## src/rtl/game_frame_sequencer_if.sv

```systemverilog
// game_frame_sequencer_if: vsync/button inputs and game-state outputs shared with the renderer.
interface game_frame_sequencer_if;
  logic       vsync;
  logic       flap_btn;
  logic [9:0] bird_coord;
  logic [8:0] pipe_pos;
  logic [7:0] pipe_array0;
  logic [7:0] pipe_array1;
  logic [3:0] current_score;
  logic [1:0] game_state;
  logic       frame_tick;
  modport master (
    input  vsync, flap_btn,
    output bird_coord, pipe_pos, pipe_array0, pipe_array1, current_score, game_state, frame_tick
  );
  modport slave (
    output vsync, flap_btn,
    input  bird_coord, pipe_pos, pipe_array0, pipe_array1, current_score, game_state, frame_tick
  );
endinterface

```

## src/rtl/game_frame_sequencer.sv

```systemverilog
// game_frame_sequencer: once-per-frame bird physics, pipe scroll/regeneration, collision and scoring.
module game_frame_sequencer #(
  parameter int         BIRD_START = 240,
  parameter int         FLAP_VEL   = 8,
  parameter int         GRAVITY    = 1,
  parameter int         MAX_FALL   = 10,
  parameter int         SCROLL     = 2,
  parameter int         PIPE_WRAP  = 345,
  parameter int         BIRD_MAX   = 459,
  parameter logic [7:0] LFSR_SEED  = 8'hB8
) (
  input logic dclk,
  input logic clr,
  game_frame_sequencer_if.master bus
);
  typedef enum logic [1:0] {IDLE, PLAY, DEAD, BAD} state_t;
  localparam logic [9:0]         B_START = 10'(BIRD_START);
  localparam logic signed [10:0] B_MAX   = 11'(BIRD_MAX);
  localparam logic signed [6:0]  V_FLAP  = 7'(FLAP_VEL);
  localparam logic signed [6:0]  V_GRAV  = 7'(GRAVITY);
  localparam logic signed [6:0]  V_MIN   = 7'(-MAX_FALL);
  localparam logic [9:0]         P_STEP  = 10'(SCROLL);
  localparam logic [9:0]         P_WRAP  = 10'(PIPE_WRAP);
  localparam logic [7:0]         A0_RST  = 8'd100;
  localparam logic [7:0]         A1_RST  = 8'd60;
  localparam logic [7:0]         POLY    = 8'hB8;
  state_t            state_q, state_d;
  logic [9:0]        bird_q, bird_d;
  logic [8:0]        pos_q, pos_d;
  logic [7:0]        a0_q, a0_d, a1_q, a1_d, lfsr_q, lfsr_d;
  logic [3:0]        score_q, score_d;
  logic signed [6:0] vel_q, vel_d, vel_dec;
  logic              pend_q, pend_d, tick_q, tick_d, vs_q, vs_d, arm_q, arm_d;
  logic [2:0]        sync_q, sync_d;
  logic signed [10:0] bird_sum;
  logic [9:0]        s;
  logic [10:0]       top, bot, gtop, gbot;
  logic              hit, wrap;
  always_comb begin
    vs_d = bus.vsync;
    // arm blocks a tick from a vsync that was already low when clr released
    arm_d = arm_q | bus.vsync;
    sync_d = {sync_q[1:0], bus.flap_btn};
    tick_d = arm_q & vs_q & ~bus.vsync;
    pend_d = (sync_q[1] & ~sync_q[2]) | (pend_q & ~tick_q);
    lfsr_d = {1'b0, lfsr_q[7:1]} ^ (lfsr_q[0] ? POLY : 8'h00);
    top = 11'd460 - {1'b0, bird_q};
    bot = 11'd500 - {1'b0, bird_q};
    gtop = {3'b0, a0_q} + 11'd75;
    gbot = {3'b0, a0_q} + 11'd215;
    hit = bird_q == '0 || (pos_q > 9'd155 && pos_q < 9'd255 && (top < gtop || bot > gbot));
    vel_dec = vel_q - V_GRAV;
    bird_sum = $signed({1'b0, bird_q}) + $signed({{4{vel_q[6]}}, vel_q});
    s = {1'b0, pos_q} + P_STEP;
    wrap = s >= P_WRAP;
    state_d = state_q;
    bird_d = bird_q;
    pos_d = pos_q;
    a0_d = a0_q;
    a1_d = a1_q;
    score_d = score_q;
    vel_d = vel_q;
    if (tick_q) begin
      case (state_q)
        IDLE: if (pend_q) begin
          state_d = PLAY;
          vel_d = V_FLAP;
        end
        PLAY: if (hit) state_d = DEAD;
        else begin
          vel_d = pend_q ? V_FLAP : (vel_dec < V_MIN ? V_MIN : vel_dec);
          bird_d = bird_sum[10] ? '0 : (bird_sum > B_MAX ? B_MAX[9:0] : bird_sum[9:0]);
          pos_d = wrap ? 9'(s - P_WRAP) : s[8:0];
          a0_d = wrap ? a1_q : a0_q;
          a1_d = wrap ? lfsr_q : a1_q;
          score_d = (wrap && score_q != 4'hF) ? score_q + 4'd1 : score_q;
        end
        default: if (pend_q || state_q == BAD) begin
          state_d = IDLE;
          bird_d = B_START;
          pos_d = '0;
          a0_d = A0_RST;
          a1_d = A1_RST;
          score_d = '0;
          vel_d = '0;
        end
      endcase
    end
  end
  always_ff @(posedge dclk or posedge clr) begin
    if (clr) begin
      state_q <= IDLE;
      bird_q <= B_START;
      pos_q <= '0;
      a0_q <= A0_RST;
      a1_q <= A1_RST;
      score_q <= '0;
      vel_q <= '0;
      pend_q <= 1'b0;
      lfsr_q <= LFSR_SEED;
      tick_q <= 1'b0;
      vs_q <= 1'b1;
      arm_q <= 1'b0;
      sync_q <= '0;
    end else begin
      state_q <= state_d;
      bird_q <= bird_d;
      pos_q <= pos_d;
      a0_q <= a0_d;
      a1_q <= a1_d;
      score_q <= score_d;
      vel_q <= vel_d;
      pend_q <= pend_d;
      lfsr_q <= lfsr_d;
      tick_q <= tick_d;
      vs_q <= vs_d;
      arm_q <= arm_d;
      sync_q <= sync_d;
    end
  end
  assign bus.bird_coord = bird_q;
  assign bus.pipe_pos = pos_q;
  assign bus.pipe_array0 = a0_q;
  assign bus.pipe_array1 = a1_q;
  assign bus.current_score = score_q;
  assign bus.game_state = state_q;
  assign bus.frame_tick = tick_q;
endmodule

```

## src/flat_wrapper.sv

```systemverilog
// flat-port wrapper written by rule: the top's interface ports become plain ports
module game_frame_sequencer_flat 
#(
  parameter int         BIRD_START = 240,
  parameter int         FLAP_VEL   = 8,
  parameter int         GRAVITY    = 1,
  parameter int         MAX_FALL   = 10,
  parameter int         SCROLL     = 2,
  parameter int         PIPE_WRAP  = 345,
  parameter int         BIRD_MAX   = 459,
  parameter logic [7:0] LFSR_SEED  = 8'hB8
)
  (dclk, clr, bus_vsync, bus_flap_btn, bus_bird_coord, bus_pipe_pos, bus_pipe_array0, bus_pipe_array1, bus_current_score, bus_game_state, bus_frame_tick);
  game_frame_sequencer_if bus_i ();
  input logic dclk;
  input logic clr;
  input wire logic [$bits(bus_i.vsync)-1:0] bus_vsync;
  input wire logic [$bits(bus_i.flap_btn)-1:0] bus_flap_btn;
  output wire logic [$bits(bus_i.bird_coord)-1:0] bus_bird_coord;
  output wire logic [$bits(bus_i.pipe_pos)-1:0] bus_pipe_pos;
  output wire logic [$bits(bus_i.pipe_array0)-1:0] bus_pipe_array0;
  output wire logic [$bits(bus_i.pipe_array1)-1:0] bus_pipe_array1;
  output wire logic [$bits(bus_i.current_score)-1:0] bus_current_score;
  output wire logic [$bits(bus_i.game_state)-1:0] bus_game_state;
  output wire logic [$bits(bus_i.frame_tick)-1:0] bus_frame_tick;
  assign bus_i.vsync = bus_vsync;
  assign bus_i.flap_btn = bus_flap_btn;
  assign bus_bird_coord = bus_i.bird_coord;
  assign bus_pipe_pos = bus_i.pipe_pos;
  assign bus_pipe_array0 = bus_i.pipe_array0;
  assign bus_pipe_array1 = bus_i.pipe_array1;
  assign bus_current_score = bus_i.current_score;
  assign bus_game_state = bus_i.game_state;
  assign bus_frame_tick = bus_i.frame_tick;
  game_frame_sequencer #(.BIRD_START(BIRD_START), .FLAP_VEL(FLAP_VEL), .GRAVITY(GRAVITY), .MAX_FALL(MAX_FALL), .SCROLL(SCROLL), .PIPE_WRAP(PIPE_WRAP), .BIRD_MAX(BIRD_MAX), .LFSR_SEED(LFSR_SEED)) u_core (.dclk(dclk), .clr(clr), .bus(bus_i));
endmodule
```

## config.mk

```make
export PLATFORM = sky130hd
export DESIGN_NAME = game_frame_sequencer_flat
export DESIGN_NICKNAME = d
export VERILOG_FILES = /design/src/rtl/game_frame_sequencer_if.sv /design/src/rtl/game_frame_sequencer.sv /design/src/flat_wrapper.sv
export SDC_FILE = /design/constraint.sdc
export NUM_CORES = 1
export LEC_CHECK = 0
export BUFFER_PORTS_ARGS = -buffer_cell sky130_fd_sc_hd__buf_2
export CORE_MARGIN = 2
export CORE_UTILIZATION = 60
export CTS_CLUSTER_DIAMETER = 50
export DETAILED_ROUTE_END_ITERATION = 16
export PLACE_DENSITY = 0.84
export SYNTH_ARGS = -nofsm -noshare
export SYNTH_HDL_FRONTEND = slang
export SYNTH_SLANG_ARGS = --single-unit
export TNS_END_PERCENT = 30
```

## constraint.sdc

```tcl
create_clock -name dclk -period 8.3 [get_ports dclk]
set_input_delay 0.415 -clock dclk [delete_from_list [all_inputs] [get_ports dclk]]
set_output_delay 0.415 -clock dclk [all_outputs]
set_load 0.02 [all_outputs]
```

# ---- Word-level counts from Yosys, hierarchy flattened
# Index checks and enable logic that the tools add are counted.
dict set report totals {
  elab_cells 95
  input_bits 4
  register_bits 63
}
dict set report classes {
  bitwise 11
  n_lt_le_gt_ge 7
  n_eq_ne 8
  n_mux 32
  reduce_logical 15
  add_sub_neg 9
}
# cell n
set op_table {}
lappend op_table {{$mux 8} 7}
lappend op_table {{$mux 10} 4}
lappend op_table {{$mux 7} 5}
lappend op_table {{$pmux 8 s2} 2}
lappend op_table {{$mux 9} 3}
lappend op_table {{$sub 9x10->11 const A} 2}
lappend op_table {{$pmux 10 s2} 1}
lappend op_table {{$pmux 9 s2} 1}
lappend op_table {{$pmux 7 s2} 1}
lappend op_table {{$mux 4} 3}
lappend op_table {{$reduce_and 4->1} 3}
lappend op_table {{$add 11x7->11} 1}
lappend op_table {{$gt 11x10->1 const B} 1}
lappend op_table {{$gt 11x11->1} 1}
lappend op_table {{$lt 11x11->1} 1}
lappend op_table {{$add 9x2->10 const B} 1}
lappend op_table {{$ge 10x9->1 const B} 1}
lappend op_table {{$logic_not 10->1} 1}
lappend op_table {{$reduce_and 5->1} 2}
lappend op_table {{$add 8x7->9 const B} 1}
lappend op_table {{$add 8x8->9 const B} 1}
lappend op_table {{$gt 9x8->1 const B} 1}
lappend op_table {{$lt 9x8->1 const B} 1}
lappend op_table {{$sub 9x9->9 const B} 1}
lappend op_table {{other kinds (20)} 36}

# ---- Logic depth before layout (Yosys ltp)
# Gate-level depths: netlist (run 1).
dict set report logic_depth {
  depth_word 7
  depth_mapped 17
  ltp_nobuf 15
}

# ---- Worst setup path before layout (run 1)
# OpenSTA, ideal clock, no wires.
dict set report synth_path {
  path_type {reg2reg}
  start {register u_core.bird_q[1], in the netlist u_core.bus.bird_coord[1]}
  end {register u_core.a0_q[7], in the netlist u_core.bus.pipe_array0[7]}
  setup_time_ns 0.121
  required_ns 8.179
  path_slack_ns 4.637
  arrival_time_ns 3.542
  path_stages_with_launch 18
  cell_sequence {dfrtp_1 > inv_1 > ha_1 > nor2b_1 > nor2_1 > nor2_1 > nand3_1 > xor2_1 > ha_1 > nand4_1 > or3_1 > o21ai_2 > nand3_1 > or4_1 > buf_2 > o2bb2ai_4 > buf_6 > a22o_1}
}
dict set report synth_via {
  elab_chain_cells 7
  elab_cells_between_ends 10
}
# item line_no
set synth_lines {}
lappend synth_lines {{from (decl)} game_frame_sequencer.sv:28} ;# logic [9:0] bird_q, bird_d;
lappend synth_lines {{from (signal assigned)} game_frame_sequencer.sv:107} ;# bird_q <= bird_d;
lappend synth_lines {{$sub 9x10->11, on equally long branches} {game_frame_sequencer.sv:47, game_frame_sequencer.sv:48}}
lappend synth_lines {{$lt 11x11->1 or $gt 11x11->1 (tied branches)} game_frame_sequencer.sv:51} ;# hit = bird_q == '0 || (pos_q > 9'd155 && pos_q < 9'd255 && (top < gtop || bot > gbot));
lappend synth_lines {{$logic_or 1x1->1} game_frame_sequencer.sv:51}
lappend synth_lines {{$logic_and 1x1->1} game_frame_sequencer.sv:51}
lappend synth_lines {{$logic_or 1x1->1 *} game_frame_sequencer.sv:51}
lappend synth_lines {{$ne 2x2->1 (no line) *} -}
lappend synth_lines {{$reduce_and 5->1 (no line) *} -}
lappend synth_lines {{to (signal assigned)} game_frame_sequencer.sv:95} ;# a0_q <= A0_RST;
lappend synth_lines {{to (signal assigned)} game_frame_sequencer.sv:109} ;# a0_q <= a0_d;
lappend synth_lines {{to (decl)} game_frame_sequencer.sv:30} ;# logic [7:0] a0_q, a0_d, a1_q, a1_d, lfsr_q, lfsr_d;
# Every way passes the cells marked *; elsewhere a longest branch is shown, timed or not.
# A chain may end at the register's enable or synchronous reset.

# ---- Final worst setup path (run 1)
dict set report layout_path {
  start {register u_core.bird_q[1], in the netlist u_core.bus.bird_coord[1]}
  end {register u_core.vel_q[6]}
}
dict set report layout_via {
  elab_chain_cells 7
  elab_cells_between_ends 10
}
# item line_no
set layout_lines {}
lappend layout_lines {{$sub 9x10->11, on equally long branches} {game_frame_sequencer.sv:47, game_frame_sequencer.sv:48}}
lappend layout_lines {{$lt 11x11->1 or $gt 11x11->1 (tied branches)} game_frame_sequencer.sv:51}
lappend layout_lines {{$logic_or 1x1->1} game_frame_sequencer.sv:51}
lappend layout_lines {{$logic_and 1x1->1} game_frame_sequencer.sv:51}
lappend layout_lines {{$logic_or 1x1->1 *} game_frame_sequencer.sv:51}
lappend layout_lines {{$ne 2x2->1 (no line) *} -}
lappend layout_lines {{$reduce_and 4->1 (no line) *} -}
lappend layout_lines {{to (signal assigned)} game_frame_sequencer.sv:112} ;# vel_q <= vel_d;
lappend layout_lines {{to (decl)} game_frame_sequencer.sv:32} ;# logic signed [6:0] vel_q, vel_d, vel_dec;
# Marks and branches as above.

==> impl_metrics.py, run 1 <==
metrics = {
    "cts": {
        "cts_sinks": 63,
        "htree_levels": 3,
        "numCtsBuffers": 9,
        "clockBufferDepth": 2,
        "worstSkewPairLatency_ps": 340,
        "holdBufCountCts": 0,
        "clk_pin_slew_worst_paths_ps": 70,
        "cts_setup_buffers": 0,
        "postCtsResizedCells": 0,
        "cts_root_buffer": "clkbuf_8",
        "cts_tree": "built",
    },
    "yosys": {
        "synth_enable_flop_cells": 0,
        "synth-warning-count": 0,
        "synth_area_um2": 4730,
        "ys_seq_elements": 63,
        "synthArstFlopShare_pct": 100,
        "yosys.area.top_type": "dfrtp_1",
        "avgSynthCellArea_um2": 9.15,
        "synth_cell_types": 73,
        "synthCells": 517,
        "ys.flop_type": "dfrtp_1",
        "seq_area_frac_synth_pct": 33.8,
        "synth_nets": 558,
        "yosys-top-cells-area": "dfrtp_1, ha_1, dfstp_2",
        "synth.top_cell.area_share_pct": 24.9,
    },
    "power": {
        "power_density_nw_per_um2": 301,
        "p_seq_share_pct": 30.2,
        "ir_drop_uv": 127,
        "power_mw": 1.54,
        "p_leak_nw": 2.41,
        "pwr-share-comb_pct": 54.1,
        "p_int_mw": 0.818,
        "p_sw_share_pct": 46.9,
        "p_clk_share_pct": 15.7,
        "p_sw_mw": 0.723,
    },
    "global_route": {
        "grt_pass1_wl_um": 18800,
        "first_global_vias": 3947,
        "grt_usage_pct": 27.3,
        "grt_max_degree": 64,
        "antenna_found_initial": 0,
        "overflow": 0,
    },
    "worst_setup_path": {
        "path_buf_inv": 1,
        "worstPathArrival_ps": 4450,
        "max_stage_delay_ps": 700,
        "critPathCaptureType": "register",
        "startpoint_type": "register",
        "crit_chain": "inv_1 -> ha_1 -> nor2b_1 -> nor2_1 -> nor2_1 -> nand3_1 -> xor2_1 -> ha_1 -> nand4_1 -> or3_1 -> o21ai_2 -> a31oi_1 -> nor3_2 -> o21a_1 -> mux2_1",
        "worstSetupPathType": "reg2reg",
        "cp.required_ps": 8520,
        "cpLargestDelayFamily": "simple AND/OR/NAND/NOR gates",
        "crit_slowest_cell": "nor3_2",
        "crit_fanout": 15,
    },
    "timing": {
        "hold_slack_ps": 171,
        "setup_viol": 0,
        "slew_headroom_pct": 43.9,
        "fin_skew_ps": 6.20,
        "hold_viol_final": 0,
        "worstMarginPinSlew_ps": 837,
        "maxSlewViolCount": 0,
        "final.setup.tns_ps": 0,
        "rsz0062_at_grt": "no",
        "min_period_ps": 4230,
        "fmax_mhz": 236,
        "post-route-period-util_pct": 50.9,
    },
    "die": {
        "start_util_pct": 61.5,
        "num_rows": 32,
        "die_h_um": 92.8,
        "fp.coreArea_um2": 7690,
        "dieArea_um2": 8610,
        "die_w_um": 92.8,
        "pin_count": 46,
    },
    "final_layout": {
        "design_area_um2": 5120,
        "regArea_um2": 1600,
        "drive_gt1_share_pct": 18.6,
        "nFillCells": 635,
        "nets": 589,
        "layoutNonFillerInstCount": 655,
        "multi_input_area_um2": 2850,
        "diodes": 0,
        "area_delta_synth_final_pct": 8.28,
    },
    "hold_path": {
        "hold_class": "in2reg",
    },
    "run_status": {
        "status": "finished, final reports clean",
    },
    "place": {
        "dp.cells": 639,
        "io_buffers": 45,
        "gp_congestion": 0.946,
        "place_area_um2": 4940,
        "dp_hpwl_um": 8240,
    },
    "route": {
        "finalWirelength_um": 11200,
        "drc": 0,
        "routed-wl-met3_um": 659,
        "drtPass1Iterations": 5,
        "via_per_inst": 6.19,
        "wl_met2_um": 5350,
        "ant_nets": 0,
        "wl_met1_um": 4930,
        "top_layer": "met4",
        "wire_per_inst_um": 17.0,
        "vias": 4055,
        "detail_route.iter0.violations": 366,
    },
    "run": {
        "maxCapViolations": 0,
    },
}
logic make-up (layout without fill, tap and decap cells):
kind of cell / after synthesis / in the layout / share of synthesized area (%)
and+or+nand+nor: 165 / 165 / 17.8
AOI/OAI and AO/OA: 134 / 134 / 21.5
DFF: 63 / 63 / 33.8
buffers and inverters: 62 / 98 / 5.90
xor gates and xnor gates: 39 / 39 / 7.22
adders and majority gates: 37 / 37 / 9.95
muxes: 17 / 17 / 3.84
power by group through the flow:
stage	Combinational (mW)	Sequential, mW	Clock, mW
finish	0.834	0.466	0.241
global route	0.926	0.473	0.262
CTS	0.827	0.462	0.245
detailed placement	0.819	0.466	0
global placement	0.788	0.463	0
floorplan	0.642	0.459	0
area by class of cell:
class	instances	area share (%)
clock buffer	11	2.76
clock inverter	5	0.660
inverter	36	2.64
multi-input combinational	392	55.7
sequential	63	31.2
tap	102	2.49
timing repair buffer	46	4.55
worst register-to-register path: stages, from the launching register on:
cell     delay [ps]
dfrtp_1         400
inv_1           130
ha_1            250
nor2b_1         230
nor2_1          100
nor2_1          200
nand3_1         120
xor2_1          160
ha_1            340
nand4_1         150
or3_1           420
o21ai_2          80
a31oi_1         130
nor3_2          700
o21a_1          360
mux2_1          350
layer usage:
metal,up-vias,GRT usage [%]
met5,-,0
met4,0,9.80
met3,21,4.39
met2,138,42.8
met1,1965,38.4
li1,1931,-
state kept, by name (all words and copies together), names as in the netlist:
name                      flops
u_core.arm_q                  1
u_core.bus.bird_coord        10
u_core.bus.current_score      4
u_core.bus.frame_tick         1
u_core.bus.game_state         2
u_core.bus.pipe_array0        8
u_core.bus.pipe_array1        8
u_core.bus.pipe_pos           9
u_core.lfsr_q                 8
u_core.pend_q                 1
u_core.sync_q                 3
u_core.vel_q                  7
u_core.vs_q                   1
final timing paths:
kind,from,endpoint,slack (ps),cells past startpoint
worst max-delay path,u_core.bus.bird_coord[1],u_core.vel_q[6],4070,15
worst min-delay path,bus_flap_btn,u_core.sync_q[0],170,1
max in group asynchronous,clr,u_core.bus.current_score[1],7500,3
worst min register to register,u_core.sync_q[0],u_core.sync_q[1],350,0
min in group asynchronous,clr,u_core.bus.pipe_array1[6],290,3
worst max register to register,u_core.bus.bird_coord[1],u_core.vel_q[6],4070,15
synth_stat cells (8+ instances only):
master	instances
a21oi_1	26
a22o_1	8
a31oi_1	11
buf_2	10
clkbuf_1	10
dfrtp_1	47
dfstp_2	16
ha_1	36
inv_1	36
mux2i_1	8
nand2_1	39
nand3_1	18
nor2_1	45
nor3_1	9
o21a_1	10
o21ai_0	14
xnor2_1	20
xor2_1	19
per-stage QoR:
| stage | utilization [%] | setup WS, ps |
|---|---|---|
| floorplan | - | 4640 |
| global placement | 64.3 | 4340 |
| detailed placement | 64.3 | 4140 |
| CTS | 66.6 | 4110 |
| global route | 66.6 | 3790 |
| finish | 66.6 | 4070 |
cell usage in the layout (no fill, tap or decap), drive strengths merged, types with 8 or more instances in the layout:
cell type,n
a31oi,11
o21a,10
ha,36
dfrtp,47
xor2,19
nand2,39
mux2i,8
dfstp,16
nor3,10
clkbuf,11
a22o,8
xnor2,20
mux2,9
a21oi,26
inv,36
nand3,18
o21ai,16
buf,46
nor2,46
Power figures use the tool's default switching activity.
==> run 2: changes to the inputs <==
Clock period 8.3 ns to 4.4 ns, I/O delays scaled along.
==> run 2 against run 1 <==
Net effect: final area up 1.8%; sequential share of layout area down 0.54 points; combinational power up 91%; clock power up 140%; via count up 3.1%; sequential cell count unchanged; maximum frequency up 5.0%; critical endpoint is now u_core.vel_q[0]; largest power group unchanged.
==> impl_metrics.py, run 2 (synthesis results as in run 1) <==
metrics = {
    "run_status": {
        "status": "finished, final reports clean",
    },
    "worst_setup_path": {
        "crit_fanout": 9,
        "worstReg2RegStart": "u_core.bus.bird_coord[0]",
        "worstPathArrival_ps": 4250,
        "critPathCaptureType": "register",
        "worstSetupPathType": "reg2reg",
        "reg2reg_to": "u_core.vel_q[0]",
        "cp.required_ps": 4630,
        "startpoint_type": "register",
        "reg2reg_slack_ps": 370,
        "r2r_cells": 15,
    },
    "global_route": {
        "first_global_vias": 4083,
        "grt_usage_pct": 27.9,
        "grt_pass1_wl_um": 19300,
        "grt_max_degree": 64,
        "antenna_found_initial": 0,
        "overflow": 0,
    },
    "run": {
        "maxCapViolations": 0,
    },
    "route": {
        "ant_nets": 0,
        "detail_route.iter0.violations": 288,
        "drc": 0,
        "drtPass1Iterations": 5,
        "finalWirelength_um": 11600,
        "wire_per_inst_um": 17.6,
        "vias": 4180,
        "via_per_inst": 6.34,
    },
    "hold_path": {
        "hold_class": "in2async",
    },
    "final_layout": {
        "largest_register_ffs": 10,
        "final_common_cell": "dfrtp_1",
        "diodes": 0,
        "design_area_um2": 5210,
        "nFillCells": 634,
        "area_delta_synth_final_pct": 10.2,
        "nets": 593,
        "most-common-layout-cells": "dfrtp_1, nor2_1, buf_2, nand2_1, ha_1",
        "drive_gt1_share_pct": 19.0,
        "final_core_util_pct": 67.8,
    },
    "power": {
        "p_int_mw": 1.67,
        "p_sw_mw": 1.39,
        "p_leak_nw": 2.45,
        "ir_drop_uv": 339,
        "power_density_nw_per_um2": 587,
        "p_clk_share_pct": 19.2,
        "pwr-share-comb_pct": 52.1,
        "p_seq_share_pct": 28.8,
        "p_sw_share_pct": 45.5,
    },
    "timing": {
        "fin_skew_ps": 12.2,
        "post-route-period-util_pct": 91.5,
        "min_period_ps": 4030,
        "maxSlewViolCount": 0,
        "worstMarginPinSlew_ps": 779,
        "fmax_mhz": 248,
        "rsz0062_at_grt": "no",
        "setup_ws_ps": 373,
        "hold_viol_final": 0,
        "final.setup.tns_ps": 0,
        "slew_headroom_pct": 47.8,
        "setup_viol": 0,
    },
    "die": {
        "pin_count": 46,
        "die_h_um": 92.8,
        "start_util_pct": 61.5,
        "fp.coreArea_um2": 7690,
        "dieArea_um2": 8610,
        "die_w_um": 92.8,
        "num_rows": 32,
    },
    "place": {
        "io_buffers": 45,
        "place_area_um2": 4960,
        "dp_hpwl_um": 8370,
        "gp_congestion": 0.926,
        "place_ws_ps": 474,
    },
    "cts": {
        "cts_root_buffer": "clkbuf_8",
        "numCtsBuffers": 9,
        "clockBufferDepth": 2,
        "cts_sinks": 63,
        "clk_pin_slew_worst_paths_ps": 80,
        "postCtsResizedCells": 0,
        "htree_levels": 3,
        "cts_tree": "built",
        "worstSkewPairLatency_ps": 360,
    },
}
[run 2: worst max path at each step]
stage,from,end,depth (start not counted)
2_1_floorplan,u_core.bus.bird_coord[1],u_core.bus.pipe_array0[7],17
3_3_place_gp,u_core.bus.bird_coord[1],u_core.bus.pipe_array0[6],15
3_5_place_dp,u_core.bus.bird_coord[0],u_core.bus.pipe_pos[0],15
4_1_cts,u_core.bus.bird_coord[0],u_core.bus.pipe_pos[0],15
5_1_grt,u_core.bus.bird_coord[1],u_core.vel_q[0],15
6_report,u_core.bus.bird_coord[0],u_core.vel_q[0],15
[run 2: what timing repair did]
item,CTS,global route
hold endpoints to repair,2,0
setup buffers,0,0
hold buffers,2,0
endpoints found under the setup margin,0,0
[run 2: final cells by class]
class | instances | area, um2 | area share, %
clock buffers | 10 | 138 | 2.64
repair buffers | 50 | 268 | 5.14
inverters | 36 | 135 | 2.59
flip-flops and latches | 63 | 1600 | 30.6
well taps | 102 | 128 | 2.45
clock inverters | 6 | 92.6 | 1.78
multi-input cells | 392 | 2850 | 54.8
[run 2: worst max-delay path, cell delays in order, from the launching register on]
cell and delay (ps):
dfrtp_1 410, inv_1 110, ha_1 250, nor2b_1 220
nor2_1 100, nor2_1 200, nand3_1 120, xor2_1 170
ha_1 330, nand4_1 150, or3_1 410, o21ai_2 80
a31oi_1 150, nor3_2 510, o21a_1 340, mux2_1 360
[run 2: metrics by stage]
stage | total power, mW | hold WS (ps) | instances
after floorplan | 2.08 | 224 | 517
after global placement | 2.36 | 329 | 641
after detailed placement | 2.43 | 329 | 641
after CTS | 3.03 | 103 | 659
after global routing | 3.26 | 150 | 659
final | 3.06 | 72.5 | 659
[run 2: power by group through the flow]
| stage | logic (mW) | clock network [mW] | registers (mW) |
|---|---|---|---|
| after floorplan | 1.21 | 0 | 0.866 |
| after CTS | 1.57 | 0.589 | 0.873 |
| final | 1.59 | 0.587 | 0.879 |
| after detailed placement | 1.55 | 0 | 0.880 |
| after global routing | 1.74 | 0.624 | 0.898 |
| after global placement | 1.49 | 0 | 0.872 |
[run 2: metal layers]
metal | global-route usage [%] | routed length [um]
met2 | 45.8 | 5620
met5 | 0 | 0
met1 | 35.7 | 4990
met3 | 4.96 | 618
met4 | 13.6 | 365
==> run 3: changes to the inputs <==
Settings changed: PLACE_DENSITY 0.84 to 0.93.
==> run 3 against run 2 <==
Net effect: final cell count unchanged; worst setup slack worse by 220 ps; final area is 0.19% higher; via count increased by 1.7%.
==> impl_metrics.py, run 3 (synthesis results as in run 1) <==
metrics = {
    "final_layout": {
        "diodes": 0,
        "regArea_um2": 1600,
        "nets": 593,
        "nFillCells": 561,
        "largest_register_ffs": 10,
        "multi_input_area_um2": 2860,
        "final_common_cell": "dfrtp_1",
        "layoutNonFillerInstCount": 659,
        "most-common-layout-cells": "dfrtp_1, nor2_1, buf_2, nand2_1, ha_1",
        "area_delta_synth_final_pct": 10.4,
        "drive_gt1_share_pct": 19.2,
    },
    "power": {
        "p_leak_nw": 2.45,
        "p_seq_share_pct": 28.0,
        "p_sw_share_pct": 46.5,
        "p_clk_share_pct": 19.0,
        "pwr-share-comb_pct": 53.0,
        "power_density_nw_per_um2": 600,
        "p_int_mw": 1.68,
        "p_sw_mw": 1.45,
        "ir_drop_uv": 299,
    },
    "route": {
        "wire_per_inst_um": 18.8,
        "vias": 4251,
        "drtPass1Iterations": 5,
        "finalWirelength_um": 12400,
        "ant_nets": 0,
        "via_per_inst": 6.45,
        "detail_route.iter0.violations": 416,
        "drc": 0,
    },
    "run_status": {
        "status": "finished, final reports clean",
    },
    "hold_path": {
        "hold_class": "in2async",
    },
    "timing": {
        "worstMarginPinSlew_ps": 936,
        "rsz0062_at_grt": "no",
        "final.setup.tns_ps": 0,
        "fin_skew_ps": 11.3,
        "maxSlewViolCount": 0,
        "post-route-period-util_pct": 96.6,
        "fmax_mhz": 235,
        "setup_ws_ps": 149,
        "hold_viol_final": 0,
        "min_period_ps": 4250,
        "slew_headroom_pct": 37.2,
        "setup_viol": 0,
    },
    "cts": {
        "cts_sinks": 63,
        "cts_setup_buffers": 0,
        "clk_pin_slew_worst_paths_ps": 80,
        "cts_tree": "built",
        "htree_levels": 3,
        "cts_root_buffer": "clkbuf_8",
        "numCtsBuffers": 9,
        "worstSkewPairLatency_ps": 360,
        "clockBufferDepth": 2,
    },
    "die": {
        "die_h_um": 92.8,
        "pin_count": 46,
        "num_rows": 32,
        "dieArea_um2": 8610,
        "start_util_pct": 61.5,
        "fp.coreArea_um2": 7690,
        "die_w_um": 92.8,
    },
    "worst_setup_path": {
        "worstPathArrival_ps": 4480,
        "cp.required_ps": 4630,
        "worstSetupPathType": "reg2reg",
        "crit_fanout": 9,
        "startpoint_type": "register",
        "critPathCaptureType": "register",
    },
    "place": {
        "dp.cells": 641,
        "place_ws_ps": 399,
        "gp_congestion": 0.935,
        "dp_hpwl_um": 8570,
        "io_buffers": 45,
    },
    "run": {
        "maxCapViolations": 0,
    },
    "global_route": {
        "overflow": 0,
        "grt_pass1_wl_um": 20200,
        "first_global_vias": 4196,
        "grt_max_degree": 64,
        "antenna_found_initial": 0,
        "grt_usage_pct": 29.8,
    },
}
-- run 3: cell counts in the layout (fill, tap and decap cells not counted) --
Identical to the previous run, type by type.
-- run 3: power groups by stage --
stage | Clock [mW] | Sequential, mW | Combinational [mW]
4_1_cts | 0.599 | 0.869 | 1.60
6_report | 0.596 | 0.876 | 1.66
5_1_grt | 0.623 | 0.891 | 1.81
2_1_floorplan | 0 | 0.866 | 1.21
3_5_place_dp | 0 | 0.878 | 1.57
3_3_place_gp | 0 | 0.871 | 1.48
-- run 3: final cells by class --
type	instances	area share, %
Multi-Input combinational cell	392	54.8
Inverter	36	2.59
Timing Repair Buffer	50	5.13
Sequential cell	63	30.6
Tap cell	102	2.44
Clock inverter	6	1.77
Clock buffer	10	2.64
-- run 3: final timing paths --
check                                         start  slack [ps]  cells past startpoint                      to
setup reg to reg           u_core.bus.bird_coord[0]         150                     15         u_core.vel_q[1]
hold / removal                                  clr          90                      3  u_core.bus.pipe_pos[0]
hold reg to reg                    u_core.sync_q[0]         360                      0        u_core.sync_q[1]
min in group dclk                  u_core.sync_q[0]         360                      0        u_core.sync_q[1]
max in group asynchronous                       clr        3780                      3         u_core.vel_q[5]
setup / recovery           u_core.bus.bird_coord[0]         150                     15         u_core.vel_q[1]
-- run 3: what timing repair did --
item                                    in CTS  in global routing
endpoints found under the setup margin       0                 25
hold buffers                                 2                  0
gates resized for setup                      0                  2
endpoints found under the hold margin        2                  0
-- run 3: worst max-delay path, cell delays in order (launching register included) --
cell	delay, ps
dfrtp_1	410
inv_1	120
ha_1	280
nor2b_1	260
nor2_1	110
nor2_1	210
nand3_1	120
xor2_1	160
ha_1	340
nand4_1	220
or3_1	490
o21ai_2	130
a31oi_1	200
nor3_4	390
o21a_1	320
mux2_1	350
-- run 3: metal layers --
layer	share of wire [%]	GRT usage (%)	up-vias
li1	-	-	1939
met1	41	35.9	2044
met2	49	49.3	206
met3	5.9	6.51	62
met4	4.5	16.7	0
met5	0	0	-
-- run 3: stage by stage --
stage | total power [mW] | hold WS, ps | util, % | cell area, um2
after floorplan | 2.08 | 224 | - | 4730
after global placement | 2.35 | 328 | 64.5 | 4960
after detailed placement | 2.44 | 330 | 64.5 | 4960
after CTS | 3.07 | 110 | 67.8 | 5210
after global routing | 3.32 | 165 | 67.9 | 5220
final | 3.13 | 92.9 | 67.9 | 5220
